File: config.mk
export PLATFORM = sky130hd
export DESIGN_NAME = qos_wrr_scheduler
export DESIGN_NICKNAME = d
export VERILOG_FILES = /design/src/rtl/qos_wrr_scheduler_pkg.sv /design/src/rtl/qos_rr_pick.sv /design/src/rtl/qos_wrr_scheduler.sv
export SDC_FILE = /design/constraint.sdc
export NUM_CORES = 1
export LEC_CHECK = 0
export ABC_AREA = 1
export CORE_MARGIN = 4
export CORE_UTILIZATION = 31
export CTS_BUF_LIST = sky130_fd_sc_hd__clkbuf_4
export DETAILED_ROUTE_END_ITERATION = 7
export PLACE_DENSITY = 0.68
export SLEW_MARGIN = 20
export SYNTH_ARGS = -nofsm -noshare
export SYNTH_HDL_FRONTEND = slang
export SYNTH_SLANG_ARGS = --single-unit
File: constraint.sdc
create_clock -name clk -period 3.4 [get_ports clk]
set_clock_uncertainty 0.15 [all_clocks]
set_input_delay 0.51 -clock clk [delete_from_list [all_inputs] [get_ports clk]]
set_output_delay 0.51 -clock clk [all_outputs]
set_load 0.05 [all_outputs]
File: src/rtl/qos_wrr_scheduler_pkg.sv
// Shared constants and FSM encoding for the QoS weighted round-robin scheduler.
package qos_wrr_scheduler_pkg;
  localparam int DATA_W  = 12;
  localparam int N_CLASS = 4;
  localparam int WGT_W   = 4;

  typedef enum logic [1:0] {
    S_IDLE  = 2'd0,
    S_GRANT = 2'd1,
    S_HOLD  = 2'd2
  } state_t;
endpackage

File: src/rtl/qos_rr_pick.sv
// Rotating-priority picker: first eligible class at or after rr_ptr, wrapping modulo N_CLASS.
module qos_rr_pick
  import qos_wrr_scheduler_pkg::*;
(
  input  logic [N_CLASS-1:0] eligible,
  input  logic [1:0]         rr_ptr,
  output logic               found,
  output logic [1:0]         idx
);
  logic [1:0] cand;

  // Scan farthest-first so the class nearest to rr_ptr overwrites the others.
  always_comb begin
    found = 1'b0;
    idx   = rr_ptr;
    cand  = rr_ptr;
    for (int i = N_CLASS - 1; i >= 0; i--) begin
      cand = rr_ptr + 2'(i);
      if (eligible[cand]) begin
        found = 1'b1;
        idx   = cand;
      end
    end
  end
endmodule

File: src/rtl/qos_wrr_scheduler.sv
// Credit-based weighted round-robin drain of four class FIFOs into one output FIFO.
// Define QOS_STRICT_PRIO_EN to give class 0 strict priority at every turn boundary.
module qos_wrr_scheduler
  import qos_wrr_scheduler_pkg::*;
(
  input  logic                     clk,
  input  logic                     reset_L,
  input  logic                     active,
  input  logic [N_CLASS-1:0]       empty,
  input  logic [DATA_W-1:0]        fifo_out_0,
  input  logic [DATA_W-1:0]        fifo_out_1,
  input  logic [DATA_W-1:0]        fifo_out_2,
  input  logic [DATA_W-1:0]        fifo_out_3,
  input  logic                     almost_full,
  input  logic                     cfg_load,
  input  logic [N_CLASS*WGT_W-1:0] weight_in,
  output logic [N_CLASS-1:0]       pop,
  output logic                     push,
  output logic [DATA_W-1:0]        data_out,
  output logic [1:0]               grant_idx,
  output logic                     busy,
  output state_t                   state,
  output logic [WGT_W-1:0]         credit
);
  // Handshake: pop[c] is a one-cycle read strobe, only raised on a non-empty FIFO; the
  // word appears on fifo_out_c the next cycle and is forwarded with push high that cycle.

  logic [N_CLASS-1:0][WGT_W-1:0] weight;
  logic [N_CLASS-1:0]            eligible;
  logic [N_CLASS-1:0]            pick_elig;
  logic [1:0]                    rr_ptr, rr_nx, grant_nx, pick_ptr, pick_idx, sel_idx, pop_idx;
  logic [WGT_W-1:0]              credit_nx;
  logic [DATA_W-1:0]             fifo_sel, held;
  logic                          pick_found, sel_found, no_credit, can_pop;
  state_t                        state_nx;

  always_comb begin
    eligible = '0;
    for (int c = 0; c < N_CLASS; c++) begin
      eligible[c] = !empty[c] && (weight[c] != '0);
    end
  end

  // In GRANT the picker re-arbitrates for the next turn, excluding the current owner.
  assign pick_elig = (state == S_IDLE) ? eligible : (eligible & ~(4'b0001 << grant_idx));
  assign pick_ptr  = (state == S_IDLE) ? rr_ptr : (grant_idx + 2'd1);

  qos_rr_pick u_pick (
    .eligible (pick_elig),
    .rr_ptr   (pick_ptr),
    .found    (pick_found),
    .idx      (pick_idx)
  );

`ifdef QOS_STRICT_PRIO_EN
  assign sel_found = pick_elig[0] | pick_found;
  assign sel_idx   = pick_elig[0] ? 2'd0 : pick_idx;
  assign no_credit = (grant_idx == 2'd0);
`else
  assign sel_found = pick_found;
  assign sel_idx   = pick_idx;
  assign no_credit = 1'b0;
`endif

  assign can_pop = (state == S_GRANT) && active && !empty[grant_idx] && !almost_full &&
                   ((credit != '0) || no_credit);
  assign pop     = can_pop ? (4'b0001 << grant_idx) : 4'b0000;
  assign busy    = (state != S_IDLE);

  always_comb begin
    state_nx  = state;
    grant_nx  = grant_idx;
    credit_nx = credit;
    rr_nx     = rr_ptr;
    case (state)
      S_IDLE: begin
        if (active && sel_found) begin
          state_nx  = S_GRANT;
          grant_nx  = sel_idx;
          credit_nx = weight[sel_idx];
        end
      end
      S_GRANT: begin
        if (!active || almost_full) begin
          state_nx = S_HOLD;
        end else begin
          if (can_pop && !no_credit) credit_nx = credit - WGT_W'(1);
          // Turn ends on the credit-exhausting pop, or when the owner runs dry.
          if (!can_pop || (!no_credit && credit == WGT_W'(1))) begin
            rr_nx = grant_idx + 2'd1;
            if (sel_found) begin
              grant_nx  = sel_idx;
              credit_nx = weight[sel_idx];
            end else begin
              state_nx = S_IDLE;
            end
          end
        end
      end
      S_HOLD: begin
        if (active && !almost_full) state_nx = S_GRANT;
      end
      default: state_nx = S_IDLE;
    endcase
  end

  always_ff @(posedge clk or negedge reset_L) begin
    if (!reset_L) begin
      state     <= S_IDLE;
      grant_idx <= 2'd0;
      credit    <= '0;
      rr_ptr    <= 2'd0;
      weight    <= {N_CLASS{WGT_W'(1)}};
      push      <= 1'b0;
      pop_idx   <= 2'd0;
      held      <= '0;
    end else begin
      state     <= state_nx;
      grant_idx <= grant_nx;
      credit    <= credit_nx;
      rr_ptr    <= rr_nx;
      if (cfg_load && state == S_IDLE) weight <= weight_in;
      push      <= |pop;
      if (|pop) pop_idx <= grant_idx;
      held      <= data_out;
    end
  end

  // Read data lands the cycle after pop, so it is steered by the registered pop index.
  always_comb begin
    case (pop_idx)
      2'd0:    fifo_sel = fifo_out_0;
      2'd1:    fifo_sel = fifo_out_1;
      2'd2:    fifo_sel = fifo_out_2;
      default: fifo_sel = fifo_out_3;
    endcase
  end

  assign data_out = push ? fifo_sel : held;
endmodule
==> summary.txt, run 1 <==
P per Cell Area -> 1140 mW/mm^2
Slew @ Worst Pin -> 0.923 ns
drt total wl -> 7750 um
clk slew on worst S/H paths -> 0.12 ns
Max FO, Critical Path -> 12
headroom to the max-slew limit -> 38.4%
DR vias/cell -> 4.79
DR WL/cell -> 13.4 um
Cell Count, Final, Fillers Out -> 578
GP Congestion -> 0.913
CTS buffer count -> 5
grt total ovfl -> 0
RSZ-0062 raised after global routing -> false
Setup Buffers After CTS -> 0
Hold Crit Class -> in2async
die area -> 0.0102 sq mm
fin. max-slew vios -> 0
num rows -> 33
final setup fails -> 0
Post-DP Area -> 0.00381 sq mm
diode count -> 0
CP Capture Point -> data_out[5]
max_cap viols -> 0
largest net degree at the start of global routing -> 42
CTS Buffer Depth -> 2
final hold slack -> 0.132 ns
CP Launch Type -> flop
Mapped Nets -> 451
die height -> 101 um
Post-CTS Hold Buffers -> 0
Crit. Startpoint -> pop_idx[1]
sequential area share after synthesis -> 38.6%
most frequent cells in the layout -> nand2_1 (130), clkdlybuf4s50_1 (91), inv_1 (40), dfrtp_1 (37), nand3_1 (31)
die width -> 101 um
final hold vios -> 0
R2R cell count -> 16
Netlist cell types -> 27
CP required -> 2.74 ns
Clock Tree Root -> clkbuf_4
1st-iter DRT viols -> 113
total negative slack -> 0 ns
layout cells sized above 1 -> 11.2%
number of H-tree levels -> 2
R2R Path Start -> grant_idx[0]
Final nets -> 552
synth warn -> 0
Mapped Avg Cell Area -> 7.20 sq um
Synth Register Bits -> 41
commonest non-fill, non-tap cell in the layout -> nand2_1
endpoint class of the critical path -> primary output
Routed Antenna Nets -> 0
vias in the first global route -> 2734
via count -> 2768
Syn Inst Count -> 371
kind of critical path -> reg2out
placed cells -> 570
Leak Pwr -> 0.00184 uW
fin crit period -> 3.13 ns
core box area -> 0.00830 sq mm
Pre-antenna DRT Iters -> 4
RR Endpoint -> credit[2]
reg2reg setup slack -> 0.54 ns
post_cts resized -> 0
CTS tree -> done
global-route wire length before repair -> 12900 um
Fill cells -> 844
final core occ -> 46.7%
Final period util -> 92.1%
fmax -> 319 MHz
Final Cell Area -> 0.00387 sq mm
DRC violations left -> 0
Clock Sink Count -> 41
Area growth syn-to-layout -> 45.0%
Initial Util -> 32.2%
CP Data Arrival Time -> 2.47 ns
I/O pins -> 99
HPWL after DPL -> 6230 um
GRT Total Usage -> 15.7%
PortBufs -> 98
initial antenna violation count -> 0
Netlist Area Pre-Place -> 0.00267 sq mm
clock insertion delay at the later pin of the skew report -> 0.36 ns
Max VDD drop -> 0.000440 V
status -> complete, no violations
[how the worst min path moves through the flow]
stage | start | endpoint | slack, ns
6_report | reset_L | held[0] | 0.13
3_5_place_dp | weight[8] | weight[8] | 0.33
5_1_grt | reset_L | weight[10] | 0.20
4_1_cts | reset_L | credit[2] | 0.15
3_3_place_gp | weight[8] | weight[8] | 0.33
2_1_floorplan | reset_L | credit[0] | 0.06
[critical path: stages, from the launching register on]
cell,delay [ns]
dfrtp_1,0.41
inv_1,0.06
nor2_1,0.10
buf_4,0.20
nand2_1,0.09
nand2_1,0.07
a221oi_1,0.04
o21ai_0,0.26
clkdlybuf4s50_1,0.88
[area by class of cell]
type	count	area (sq um)	area share, %
flip-flops and latches	41	1030	26.6
clock inverters	2	15.0	0.388
clock buffers	6	45.0	1.16
multi-input cells	278	1440	37.3
well taps	105	131	3.39
repair buffers	102	1040	26.9
inverters	44	165	4.26
[cells by family (layout without fill, tap and decap cells)]
family	after synthesis	in the layout	share of synthesized area (%)
compound gates	55	55	12.9
xor+xnor	2	2	0.656
fa+ha+maj	7	7	3.28
buf+inv	52	154	7.31
flops	41	41	38.6
mux	8	8	3.37
simple gates	206	206	33.8
[synth_stat cells]
cell type	count	share of area (%)
inv_1	40	5.6
mux2_2	8	3.4
o21ai_0	19	3.6
nand2_1	130	18
nand3_1	31	5.8
a221oi_1	11	3.6
clkbuf_1	8	1.1
nor2_1	28	3.9
nand3_2	4	1.5
nor2_2	1	0.23
a31oi_1	2	0.47
xor2_1	2	0.66
a21oi_1	11	2.1
o21ai_2	5	1.6
nor2_4	1	0.42
nand3_4	1	0.66
a22o_1	1	0.33
dfrtp_1	37	35
nor3_2	2	0.75
a41oi_1	1	0.33
inv_2	4	0.56
o21ai_1	5	0.94
dfstp_2	4	3.9
nand3b_1	4	1.1
nand2_2	3	0.70
ha_1	7	3.3
nand2_4	1	0.42
[power by group]
group	total, uW	switching [uW]	leakage [uW]	internal [uW]
sequential	926	179	0.000477	746
clock	258	169	0.0000279	88.9
combinational	3220	2100	0.00134	1120
total	4410	2450	0.00184	1950
[registers in the layout, summed over array words and instances (netlist names)]
| register | cells |
|---|---|
| credit | 4 |
| grant_idx | 2 |
| rr_ptr | 2 |
| state | 2 |
| held | 12 |
| push | 1 |
| weight | 16 |
| pop_idx | 2 |
[per-layer routing]
metal  up-vias  routed length, um  global-route usage [%]
met5         -                  0                       0
met4         0                 86                    3.01
met3        12                457                    2.84
met2        81               3680                    28.1
met1      1266               3520                    19.7
li1       1409                  -                       -
[through the flow]
step                power [uW]  worst slack, ns
global placement          4120            0.414
global route              4870           0.0714
detailed placement        4170            0.418
floorplan                 3290            0.556
CTS                       4440            0.231
finish                    4410            0.270
Power figures use the tool's default switching activity.
==> run 2: changes to the inputs <==
Settings changed: SYNTH_HIERARCHICAL from default to 1.
==> run 2 against run 1 <==
Critical path depth did not move. Clock-buffer cell count did not move. Area after synthesis rose by 1.3%. Via count rose by 0.51%. Sequential power rose by 2.2%. Sequential cell count did not move. Cell area rose by 1.6%. Largest cell class unchanged.
==> summary.txt, run 2 <==
Max VDD drop -> 0.000444 V (+0.97%)
final setup fails -> 0 (unchanged)
commonest non-fill, non-tap cell in the layout -> nand2_1
clk slew on worst S/H paths -> 0.13 ns (about the same)
status -> complete, no violations
most frequent cells in the layout -> nand2_1 (119), clkdlybuf4s50_1 (89), inv_1 (38), dfrtp_1 (37), o21ai_0 (22)
PortBufs -> 98 (unchanged)
largest net degree at the start of global routing -> 42 (unchanged)
sequential area share after synthesis -> 38.1% (-0.50 points)
clock power share -> 7.4% (+1.5 points)
Synth top cells by count -> nand2_1 (119), inv_1 (38), dfrtp_1 (37)
Post-synth ARST share -> 100% (unchanged)
Top Registers -> weight (16), held (12), credit (4)
Fill cells -> 823 (-2.5%)
clock insertion delay at the later pin of the skew report -> 0.35 ns (about the same)
GRT Total Usage -> 15.3% (-0.33 points)
Netlist Area Pre-Place -> 0.00271 sq mm (+1.3%)
net switching power -> 2410 uW (-1.8%)
CP required -> 2.74 ns (about the same)
1st-iter DRT viols -> 123 (+8.8%)
Synth Register Bits -> 41 (unchanged)
fmax -> 312 MHz (-2.3%)
DR WL/cell -> 14.0 um (+4.3%)
Setup Buffers After CTS -> 0 (unchanged)
area share of the largest cell type after synthesis -> 34.2% (-0.45 points)
die width -> 101 um (+0.61%)
Clock Tree Root -> clkbuf_4
Mapped Avg Cell Area -> 7.66 sq um (+6.5%)
CTS buffer count -> 5 (unchanged)
CP Data Arrival Time -> 2.54 ns (+0.07 ns)
Mapped Nets -> 433 (-4.0%)
via count -> 2782 (+0.51%)
combinational power share -> 71.6% (-1.5 points)
fin. max-slew vios -> 0 (unchanged)
final hold vios -> 0 (unchanged)
Pre-antenna DRT Iters -> 5 (+1)
vias in the first global route -> 2787 (+1.9%)
number of synthesized flops with an enable pin -> 0 (unchanged)
Largest register FFs -> 16 (unchanged)
Final nets -> 534 (-3.3%)
drt total wl -> 7830 um (+1.1%)
CTS tree -> done
Routed Antenna Nets -> 0 (unchanged)
cell internal pwr -> 2090 uW (+7.1%)
largest register by flop count -> weight
core box area -> 0.00834 sq mm (+0.50%)
post-synth top area cell -> dfrtp_1
Slew @ Worst Pin -> 0.927 ns (+0.00323 ns)
most frequent cell after synthesis -> nand2_1
DRC violations left -> 0 (unchanged)
Syn Inst Count -> 353 (-4.9%)
die area -> 0.0103 sq mm (+1.2%)
Hold Crit Class -> in2async
layout cells sized above 1 -> 13.4% (+2.2 points)
kind of critical path -> reg2out
sw frac -> 53.5% (-2.1 points)
reg2reg setup slack -> 0.33 ns (-0.21 ns)
part of the power in registers -> 21.0% (about the same)
Leak Pwr -> 0.00188 uW (+2.3%)
initial antenna violation count -> 0 (unchanged)
GP Congestion -> 0.819 (-10%)
die height -> 101 um (+0.61%)
CP Launch Type -> flop
endpoint class of the critical path -> primary output
DR vias/cell -> 4.97 (+3.7%)
predominant post-synthesis flop cell -> dfrtp_1
Netlist cell types -> 38 (+41%)
Max FO, Critical Path -> 12 (unchanged)
diode count -> 0 (unchanged)
Area growth syn-to-layout -> 45.4%
fin crit period -> 3.20 ns (+0.0746 ns)
RSZ-0062 raised after global routing -> false
headroom to the max-slew limit -> 38.2% (-0.22 points)
max_cap viols -> 0 (unchanged)
synth warn -> 6 (+6)
P per Cell Area -> 1140 mW/mm^2 (+0.60%)
number of H-tree levels -> 2 (unchanged)
num rows -> 33 (unchanged)
HPWL after DPL -> 6300 um (+1.1%)
final hold slack -> 0.136 ns (+0.00425 ns)
grt total ovfl -> 0 (unchanged)
Final period util -> 94.3% (+2.2 points)
Initial Util -> 32.4% (+0.26 points)
most area-consuming cells after synthesis -> dfrtp_1 (34%), nand2_1 (17%), mux2_2 (6.2%)
I/O pins -> 99 (unchanged)
total negative slack -> 0 ns (unchanged)
Clock Sink Count -> 41 (unchanged)
CTS Buffer Depth -> 2 (unchanged)
global-route wire length before repair -> 12700 um (-1.8%)
run 2: changes by cell type in the layout (fill, tap and decap cells not counted), sizes merged, moves of 4 or more:
cell / before / now
nand3: 36 / 21
nor2: 30 / 20
nand3b: 4 / 0
mux2: 8 / 15
nand2: 134 / 124
dlymetal6s2s: 0 / 4
run 2: final timing paths:
kind                       cells after the start        from            to
max                                            8  pop_idx[0]   data_out[2]
min                                            1     reset_L    pop_idx[0]
max reg2reg                                   16    state[0]  grant_idx[1]
min reg2reg                                    2   rr_ptr[1]     rr_ptr[1]
max in group asynchronous                      1     reset_L     credit[3]
min in group clk                               2   rr_ptr[1]     rr_ptr[1]
run 2: power groups by stage:
stage | Clock [uW] | Sequential, uW | Combinational [uW]
global route | 359 | 978 | 3560
detailed placement | 0 | 953 | 3210
global placement | 0 | 943 | 3150
finish | 332 | 946 | 3220
floorplan | 0 | 1080 | 2170
CTS | 342 | 945 | 3230
run 2: through the flow:
stage | std cells | worst slack [ns] | utilization, % | cell area, sq um | power [uW]
2_1_floorplan | 353 | 0.188 | - | 2710 | 3250
3_3_place_gp | 552 | 0.329 | 46.0 | 3840 | 4090
3_5_place_dp | 552 | 0.175 | 46.0 | 3840 | 4160
4_1_cts | 560 | 0.104 | 47.0 | 3920 | 4520
5_1_grt | 560 | 0.00937 | 47.2 | 3930 | 4900
6_report | 560 | 0.195 | 47.2 | 3930 | 4500
run 2: per-layer routing:
layer / GRT usage [%] / up-vias / routed length (um)
li1: - / 1368 / -
met1: 17.8 / 1284 / 3110
met2: 27.0 / 122 / 3830
met3: 4.96 / 8 / 799
met4: 4.50 / 0 / 85
met5: 0 / - / 0
run 2: what timing repair did:
item	CTS	global route
gates resized for setup	0	4
hold buffers	0	0
endpoints found under the hold margin	0	0
endpoints found under the setup margin	0	4
run 2: cell families (layout without fill, tap and decap cells):
kind of cell | Yosys count | count (layout) | share of synthesized area (%)
AND/OR/NAND/NOR | 169 | 169 | 27.5
AO/OA/AOI/OAI | 62 | 62 | 15.5
buffers and inverters | 57 | 159 | 8.74
flip-flops | 41 | 41 | 38.1
multiplexers | 15 | 15 | 6.24
adder cells (fa/ha/maj) | 7 | 7 | 3.24
XOR/XNOR | 2 | 2 | 0.648
run 2: critical path: stages (launching register included):
cell             delay (ns)
dfrtp_1                0.44
inv_1                  0.09
nand2_1                0.05
inv_1                  0.27
nand2_1                0.10
nand2_1                0.08
a221oi_1               0.05
o21ai_0                0.24
clkdlybuf4s50_1        0.86
run 2: layout make-up:
type | count | area, sq um | share of cell area (%)
clock inverter | 2 | 38.8 | 0.986
clock buffer | 6 | 45.0 | 1.15
sequential | 41 | 1030 | 26.2
tap | 105 | 131 | 3.34
timing repair buffer | 104 | 1070 | 27.2
multi-input combinational | 255 | 1440 | 36.5
inverter | 47 | 179 | 4.55
